### src/rtl/wl_xfer_pkg.sv
// wl_xfer_pkg -- shared types and helpers for the register-transfer sequencer.
//   src_e            : transfer source code (NONE, A, L, Q, Z, G, U, C)
//   DST_*            : bit positions inside the 6-bit destination mask {G,B,Z,Q,L,A}
//   state_e          : sequencer states IDLE -> CLR -> RD -> WR
//   FAIR_LIMIT       : consecutive CT grants tolerated while SQ waits
//   src_dst_overlap  : destination bit that names the same register as a source
//   src_rd_onehot    : active-high read-gate select for a source
// Optional feature macro used by the arbiter: WL_XFER_FAIRNESS_EN.
package wl_xfer_pkg;

    typedef enum logic [2:0] {
        SRC_NONE = 3'd0,
        SRC_A    = 3'd1,
        SRC_L    = 3'd2,
        SRC_Q    = 3'd3,
        SRC_Z    = 3'd4,
        SRC_G    = 3'd5,
        SRC_U    = 3'd6,
        SRC_C    = 3'd7
    } src_e;

    localparam int unsigned DST_A = 0;
    localparam int unsigned DST_L = 1;
    localparam int unsigned DST_Q = 2;
    localparam int unsigned DST_Z = 3;
    localparam int unsigned DST_B = 4;
    localparam int unsigned DST_G = 5;

    typedef enum logic [1:0] {
        ST_IDLE,
        ST_CLR,
        ST_RD,
        ST_WR
    } state_e;

    localparam int unsigned FAIR_LIMIT = 3;

    // A destination that is also the source must not be cleared before it is read.
    // U, C and NONE have no destination counterpart.
    function automatic logic [5:0] src_dst_overlap(input src_e src);
        logic [5:0] m;
        m = '0;
        case (src)
            SRC_A:   m[DST_A] = 1'b1;
            SRC_L:   m[DST_L] = 1'b1;
            SRC_Q:   m[DST_Q] = 1'b1;
            SRC_Z:   m[DST_Z] = 1'b1;
            SRC_G:   m[DST_G] = 1'b1;
            default: m = '0;
        endcase
        return m;
    endfunction

    // Read gate order is {C,U,G,Z,Q,L,A}; NONE selects nothing so a zero word moves.
    function automatic logic [6:0] src_rd_onehot(input src_e src);
        logic [6:0] m;
        case (src)
            SRC_A:   m = 7'h01;
            SRC_L:   m = 7'h02;
            SRC_Q:   m = 7'h04;
            SRC_Z:   m = 7'h08;
            SRC_G:   m = 7'h10;
            SRC_U:   m = 7'h20;
            SRC_C:   m = 7'h40;
            default: m = '0;
        endcase
        return m;
    endfunction

endpackage

### src/rtl/wl_xfer_arb.sv
// wl_xfer_arb -- two-way priority arbiter for the transfer sequencer.
// CT (counter-increment) beats SQ (instruction sequencer). With
// WL_XFER_FAIRNESS_EN defined, a 2-bit streak counter tracks consecutive CT
// wins while SQ is waiting; once it reaches FAIR_LIMIT the next grant is
// forced to SQ. Without the macro the arbiter is strict priority and has no
// state (clock/reset ports are then absent).
// Ports:
//   clk_i, rst_ni   clock / async active-low reset (fairness build only)
//   sample_i        high at a grant point; grants and counter updates only then
//   sq_req_i        SQ request
//   ct_req_i        CT request
//   sq_gnt_o        SQ wins this grant point (combinational)
//   ct_gnt_o        CT wins this grant point (combinational)
module wl_xfer_arb
    import wl_xfer_pkg::*;
(
`ifdef WL_XFER_FAIRNESS_EN
    input  logic clk_i,
    input  logic rst_ni,
`endif
    input  logic sample_i,
    input  logic sq_req_i,
    input  logic ct_req_i,
    output logic sq_gnt_o,
    output logic ct_gnt_o
);

`ifdef WL_XFER_FAIRNESS_EN
    logic [1:0] streak_q, streak_d;
    logic       force_sq;

    always_comb begin
        force_sq = sq_req_i && (streak_q == 2'(FAIR_LIMIT));
        ct_gnt_o = sample_i && ct_req_i && !force_sq;
        sq_gnt_o = sample_i && sq_req_i && !ct_gnt_o;
        streak_d = streak_q;
        if (sample_i) begin
            // Only a CT win with SQ left waiting extends the streak; any other
            // outcome (SQ win, SQ idle) restarts it.
            if (ct_gnt_o && sq_req_i) begin
                streak_d = streak_q + 2'd1;
            end else begin
                streak_d = '0;
            end
        end
    end

    always_ff @(posedge clk_i or negedge rst_ni) begin
        if (!rst_ni) begin
            streak_q <= '0;
        end else begin
            streak_q <= streak_d;
        end
    end
`else
    always_comb begin
        ct_gnt_o = sample_i && ct_req_i;
        sq_gnt_o = sample_i && sq_req_i && !ct_req_i;
    end
`endif

endmodule

### src/rtl/wl_xfer_seq.sv
// wl_xfer_seq -- register-transfer sequencer for the four-bit arithmetic slices.
// Accepts one transfer (source register -> destination set) at a time from
// the CT or SQ requester and plays out CLR -> RD -> WR(HOLD_CYCLES) on the
// slice gates. All outputs are registered.
// Optional feature: WL_XFER_FAIRNESS_EN enables the anti-starvation streak
// counter in wl_xfer_arb; undefined gives strict CT priority.
// Parameters:
//   HOLD_CYCLES   write-gate hold length, 1..4
// Ports:
//   CLOCK                 clock, rising edge
//   rst                   asynchronous active-low reset
//   SQ_REQ/SRC/DST, SQ_ACK  instruction-sequencer request, source, dest mask, grant pulse
//   CT_REQ/SRC/DST, CT_ACK  counter-increment request (priority), same layout
//   R_GATES_[6:0]         {RCG_,RUG_,RGG_,RZG_,RQG_,RLG_,RAG_} active low
//   W_GATES_[5:0]         {WG1G_,WBG_,WZG_,WQG_,WLG_,WAG_} active low
//   C_GATES[5:0]          {CGG,CBG,CZG,CQG,CLG1G,CAG} active high
//   BUSY                  high whenever not IDLE
module wl_xfer_seq
    import wl_xfer_pkg::*;
#(
    parameter int unsigned HOLD_CYCLES = 1
) (
    input  logic       CLOCK,
    input  logic       rst,
    input  logic       SQ_REQ,
    input  logic [2:0] SQ_SRC,
    input  logic [5:0] SQ_DST,
    output logic       SQ_ACK,
    input  logic       CT_REQ,
    input  logic [2:0] CT_SRC,
    input  logic [5:0] CT_DST,
    output logic       CT_ACK,
    output logic [6:0] R_GATES_,
    output logic [5:0] W_GATES_,
    output logic [5:0] C_GATES,
    output logic       BUSY
);

    localparam logic [1:0] HOLD_LOAD = 2'(HOLD_CYCLES - 1);

    state_e     state_q, state_d;
    src_e       src_q, src_d;
    logic [5:0] dst_q, dst_d;
    logic [1:0] hold_q, hold_d;
    logic       sq_ack_q, sq_ack_d;
    logic       ct_ack_q, ct_ack_d;
    logic [6:0] r_q, r_d;
    logic [5:0] w_q, w_d;
    logic [5:0] c_q, c_d;
    logic       busy_q, busy_d;

    logic       sample;
    logic       sq_gnt, ct_gnt;

    assign sample = (state_q == ST_IDLE) || ((state_q == ST_WR) && (hold_q == 2'd0));

    wl_xfer_arb u_arb (
`ifdef WL_XFER_FAIRNESS_EN
        .clk_i    (CLOCK),
        .rst_ni   (rst),
`endif
        .sample_i (sample),
        .sq_req_i (SQ_REQ),
        .ct_req_i (CT_REQ),
        .sq_gnt_o (sq_gnt),
        .ct_gnt_o (ct_gnt)
    );

    // Next state, latched transfer and acks.
    always_comb begin
        state_d  = state_q;
        src_d    = src_q;
        dst_d    = dst_q;
        hold_d   = hold_q;
        sq_ack_d = 1'b0;
        ct_ack_d = 1'b0;

        case (state_q)
            ST_IDLE: state_d = ST_IDLE;
            ST_CLR:  state_d = ST_RD;
            ST_RD: begin
                state_d = ST_WR;
                hold_d  = HOLD_LOAD;
            end
            ST_WR: begin
                if (hold_q == 2'd0) begin
                    state_d = ST_IDLE;
                end else begin
                    hold_d = hold_q - 2'd1;
                end
            end
            default: state_d = ST_IDLE;
        endcase

        // Grants are only non-zero at grant points, so they override the
        // IDLE/end-of-WR default above and chain straight into CLR.
        if (ct_gnt) begin
            state_d  = ST_CLR;
            src_d    = src_e'(CT_SRC);
            dst_d    = CT_DST;
            ct_ack_d = 1'b1;
        end else if (sq_gnt) begin
            state_d  = ST_CLR;
            src_d    = src_e'(SQ_SRC);
            dst_d    = SQ_DST;
            sq_ack_d = 1'b1;
        end
    end

    // Gate values are decoded from the next state so they can be registered
    // and appear in the same cycle as the state they belong to.
    always_comb begin
        r_d    = '1;
        w_d    = '1;
        c_d    = '0;
        busy_d = (state_d != ST_IDLE);
        case (state_d)
            ST_CLR: c_d = dst_d & ~src_dst_overlap(src_d);
            ST_RD:  r_d = ~src_rd_onehot(src_d);
            ST_WR: begin
                r_d = ~src_rd_onehot(src_d);
                w_d = ~dst_d;
            end
            default: begin
                r_d = '1;
                w_d = '1;
                c_d = '0;
            end
        endcase
    end

    always_ff @(posedge CLOCK or negedge rst) begin
        if (!rst) begin
            state_q  <= ST_IDLE;
            src_q    <= SRC_NONE;
            dst_q    <= '0;
            hold_q   <= '0;
            sq_ack_q <= 1'b0;
            ct_ack_q <= 1'b0;
            r_q      <= '1;
            w_q      <= '1;
            c_q      <= '0;
            busy_q   <= 1'b0;
        end else begin
            state_q  <= state_d;
            src_q    <= src_d;
            dst_q    <= dst_d;
            hold_q   <= hold_d;
            sq_ack_q <= sq_ack_d;
            ct_ack_q <= ct_ack_d;
            r_q      <= r_d;
            w_q      <= w_d;
            c_q      <= c_d;
            busy_q   <= busy_d;
        end
    end

    assign SQ_ACK   = sq_ack_q;
    assign CT_ACK   = ct_ack_q;
    assign R_GATES_ = r_q;
    assign W_GATES_ = w_q;
    assign C_GATES  = c_q;
    assign BUSY     = busy_q;

endmodule

### config.mk
export PLATFORM = sky130hd
export DESIGN_NAME = wl_xfer_seq
export DESIGN_NICKNAME = d
export VERILOG_FILES = /design/src/rtl/wl_xfer_pkg.sv /design/src/rtl/wl_xfer_arb.sv /design/src/rtl/wl_xfer_seq.sv
export SDC_FILE = /design/constraint.sdc
export NUM_CORES = 1
export LEC_CHECK = 0
export CAP_MARGIN = 20
export CORE_MARGIN = 4
export CORE_UTILIZATION = 40
export CTS_CLUSTER_DIAMETER = 60
export DETAILED_ROUTE_END_ITERATION = 8
export HOLD_SLACK_MARGIN = 0.03
export PLACE_DENSITY = 0.7
export SETUP_SLACK_MARGIN = 0.15
export SKIP_CTS_REPAIR_TIMING = 1
export SLEW_MARGIN = 5
export SYNTH_ARGS = -nofsm -noshare
export SYNTH_HDL_FRONTEND = slang
export SYNTH_HIERARCHICAL = 1
export SYNTH_SLANG_ARGS = --single-unit
### constraint.sdc
create_clock -name CLOCK -period 2.8 [get_ports CLOCK]
set_input_delay 0.84 -clock CLOCK [delete_from_list [all_inputs] [get_ports CLOCK]]
set_output_delay 0.84 -clock CLOCK [all_outputs]
set_load 0.05 [all_outputs]
==> results.json <==
{
  "syn_nets": 142,
  "synthMuxAreaShare": 0.0617,
  "synth-compound-area-share": 0.113,
  "layout.cells.non_filler": 212,
  "yosys-top-cells-area": "dfrtp_1 (38%), dfstp_2 (23%), mux2i_1 (6.2%)",
  "setup_tns_ns": 0,
  "grt_usage": 0.146,
  "die_area_um2": 4680,
  "seq_area_frac_synth": 0.611,
  "gp_congestion": 0.844,
  "fmax_mhz": 408,
  "required_ns": 1.96,
  "grt.overflow.total": 0,
  "clock_path_buffers": 2,
  "crit_cells": 1,
  "min_period_ns": 2.45,
  "drt_pass1_iterations": 4,
  "synth_fa_ha_area_frac": 0.00857,
  "cp_max_fo": 1,
  "yosysTopAreaCellShare": 0.377,
  "cts_tree": "done",
  "drt_iter0_drc": 45,
  "detail_route.wl_per_cell_um": 14.6,
  "antenna_found_initial": 0,
  "finalCritPeriodShare": 0.875,
  "fin_nets": 188,
  "cts.sinks": 35,
  "yosysUniqueCellTypes": 28,
  "ff_latch_area_um2": 892,
  "irDropWorstVdd_mv": 0.580,
  "yosys.area.top_type": "dfrtp_1",
  "io_buffers": 43,
  "hp-class": "reg2reg",
  "critPathCaptureType": "primary output",
  "start_util": 0.424,
  "postSynthCellCount": 119,
  "cts-htree-levels": 2,
  "finalHoldViolCount": 0,
  "finalSetupViolCount": 0,
  "grt_max_degree": 36,
  "route.detailed.drc": 0,
  "cp_top_family": "buffers and inverters",
  "r2r_cells": 9,
  "p_leak_nw": 0.804,
  "dp_hpwl_um": 2310,
  "worstSkewPairLatency_ns": 0.29,
  "synth_area_um2": 1460,
  "clock_tree.root_cell": "clkbuf_8",
  "placedCellCount": 204,
  "drv_cap": 0,
  "fillers": 279,
  "grt_pass1_wl_um": 4860,
  "grt_pass1_vias": 1122,
  "routed_wl_um": 3100,
  "syn_to_final_growth_pct": 37.3,
  "cts_buffers": 5,
  "n_antenna_cell": 0,
  "dpl_cell_area_um2": 1920,
  "total_power_mw": 2.23,
  "rsz0062_at_grt": "no",
  "synth_top_family_by_area": "simple AND/OR/NAND/NOR gates",
  "crit_path_max_incr_delay_ns": 0.80,
  "vias": 1084,
  "slew_headroom": 0.666,
  "drive_gt1_frac": 0.205,
  "timing.final.max_slew_violations": 0,
  "core-area_um2": 3440,
  "syn_area_per_cell_um2": 12.3,
  "die_x_um": 68.4,
  "worst_clock_skew_ns": 0.00437,
  "final_core_util": 0.582,
  "slowest_stage": "clkdlybuf4s50_1",
  "ant_nets": 0,
  "path_cells": "clkdlybuf4s50_1",
  "yosysWarningCount": 6,
  "synth-simple-area-share": 0.153,
  "holdPathStages": 2,
  "max_slew.worst_pin.slew_ns": 0.499,
  "synth-seq-cells": 35,
  "rows": 21,
  "die_y_um": 68.4,
  "p_per_area_nw_per_um2": 1110,
  "status": "finished, final reports clean",
  "path_clk_slew_ns": 0.07,
  "synth-xor-area-share": 0,
  "avgViaCountPerCell": 5.11,
  "cp.arrival_ns": 1.61,
  "worst-setup-path-type": "reg2out",
  "ioPinCount": 44,
  "multi_input_area_um2": 492,
  "finalInstanceArea_um2": 2000,
  "start_kind": "register",
  "worst-path-buf-inv": 1
}
through the flow:
step                setup slack, ns  hold WS, ns
floorplan                     0.928        0.501
global placement              0.286        0.515
detailed placement            0.229        0.550
CTS                           0.329        0.567
global route                  0.306        0.572
finish                        0.349        0.558
power breakdown:
group	internal (mW)	switching, mW
logic	0.362	0.740
clock network	0.173	0.173
registers	0.709	0.0741
total	1.24	0.987
sequential cells by signal, summed over array words and instances (netlist names):
| name | flops |
|---|---|
| src_q | 3 |
| W_GATES_ | 6 |
| dst_q | 6 |
| hold_q | 2 |
| CT_ACK | 1 |
| BUSY | 1 |
| state_q | 2 |
| R_GATES_ | 7 |
| C_GATES | 6 |
| SQ_ACK | 1 |
worst paths after layout:
path                            slack (ns)   startpoint           to
worst max-delay path                  0.35  W_GATES_[2]  W_GATES_[2]
worst min-delay path                  0.56     dst_q[3]     dst_q[3]
worst max register to register        0.54    hold_q[0]   C_GATES[2]
worst min register to register        0.56     dst_q[3]     dst_q[3]
max in group asynchronous             1.51          rst  W_GATES_[2]
min in group asynchronous             0.96          rst       CT_ACK
cells in the mapped netlist:
cell and number:
inv_2 2, o21a_2 2, buf_4 2, o211a_1 1, a32oi_1 5, buf_2 1, o21ai_0 7, nand2_1 16
and3b_1 1, nor2_4 1, nand3_1 1, nor2b_1 1, inv_1 3, buf_6 2, a22o_1 2, nand2b_1 1
mux2i_1 9, clkbuf_2 1, o21ai_2 3, o21a_4 1, ha_1 1, inv_4 1, nand4_1 13, and2_2 1
dfstp_2 13, nand3b_1 5, dfrtp_1 22, clkbuf_1 1
layout make-up:
cell class / instances / share of cell area
Tap cell: 46 / 0.0287
Inverter: 6 / 0.0125
Timing Repair Buffer: 46 / 0.226
Clock inverter: 2 / 0.00624
Sequential cell: 35 / 0.445
Multi-Input combinational cell: 71 / 0.245
Clock buffer: 6 / 0.0362
kinds of logic (layout without fill, tap and decap cells):
logic type / Yosys count / after routing
AND/OR/NAND/NOR: 40 / 40
flip-flops: 35 / 35
AO/OA/AOI/OAI: 21 / 21
buffers and inverters: 13 / 60
multiplexers: 9 / 9
adder cells (fa/ha/maj): 1 / 1
per-layer routing:
| metal | track usage | wire, um |
|---|---|---|
| met1 | 0.153 | 1280 |
| met5 | 0 | 0 |
| met4 | 0.0695 | 52 |
| met2 | 0.250 | 1580 |
| met3 | 0.0608 | 189 |
placed cells by master, fill, tap and decap left out:
master / count
clkdlybuf4s50_1: 43
dfrtp_1: 22
nand2_1: 16
dfstp_2: 13
nand4_1: 13
mux2i_1: 9
o21ai_0: 7
nand3b_1: 5
a32oi_1: 5
clkbuf_8: 5
o21ai_2: 3
inv_1: 3
buf_4: 3
o21a_2: 2
inv_2: 2
a22o_1: 2
nor2_4: 1
nand3_1: 1
o211a_1: 1
o21a_4: 1
inv_4: 1
nor2b_1: 1
nand2b_1: 1
ha_1: 1
clkinvlp_4: 1
clkinv_2: 1
clkbuf_1: 1
and2_2: 1
and3b_1: 1
(Power assumes the default switching activity.)
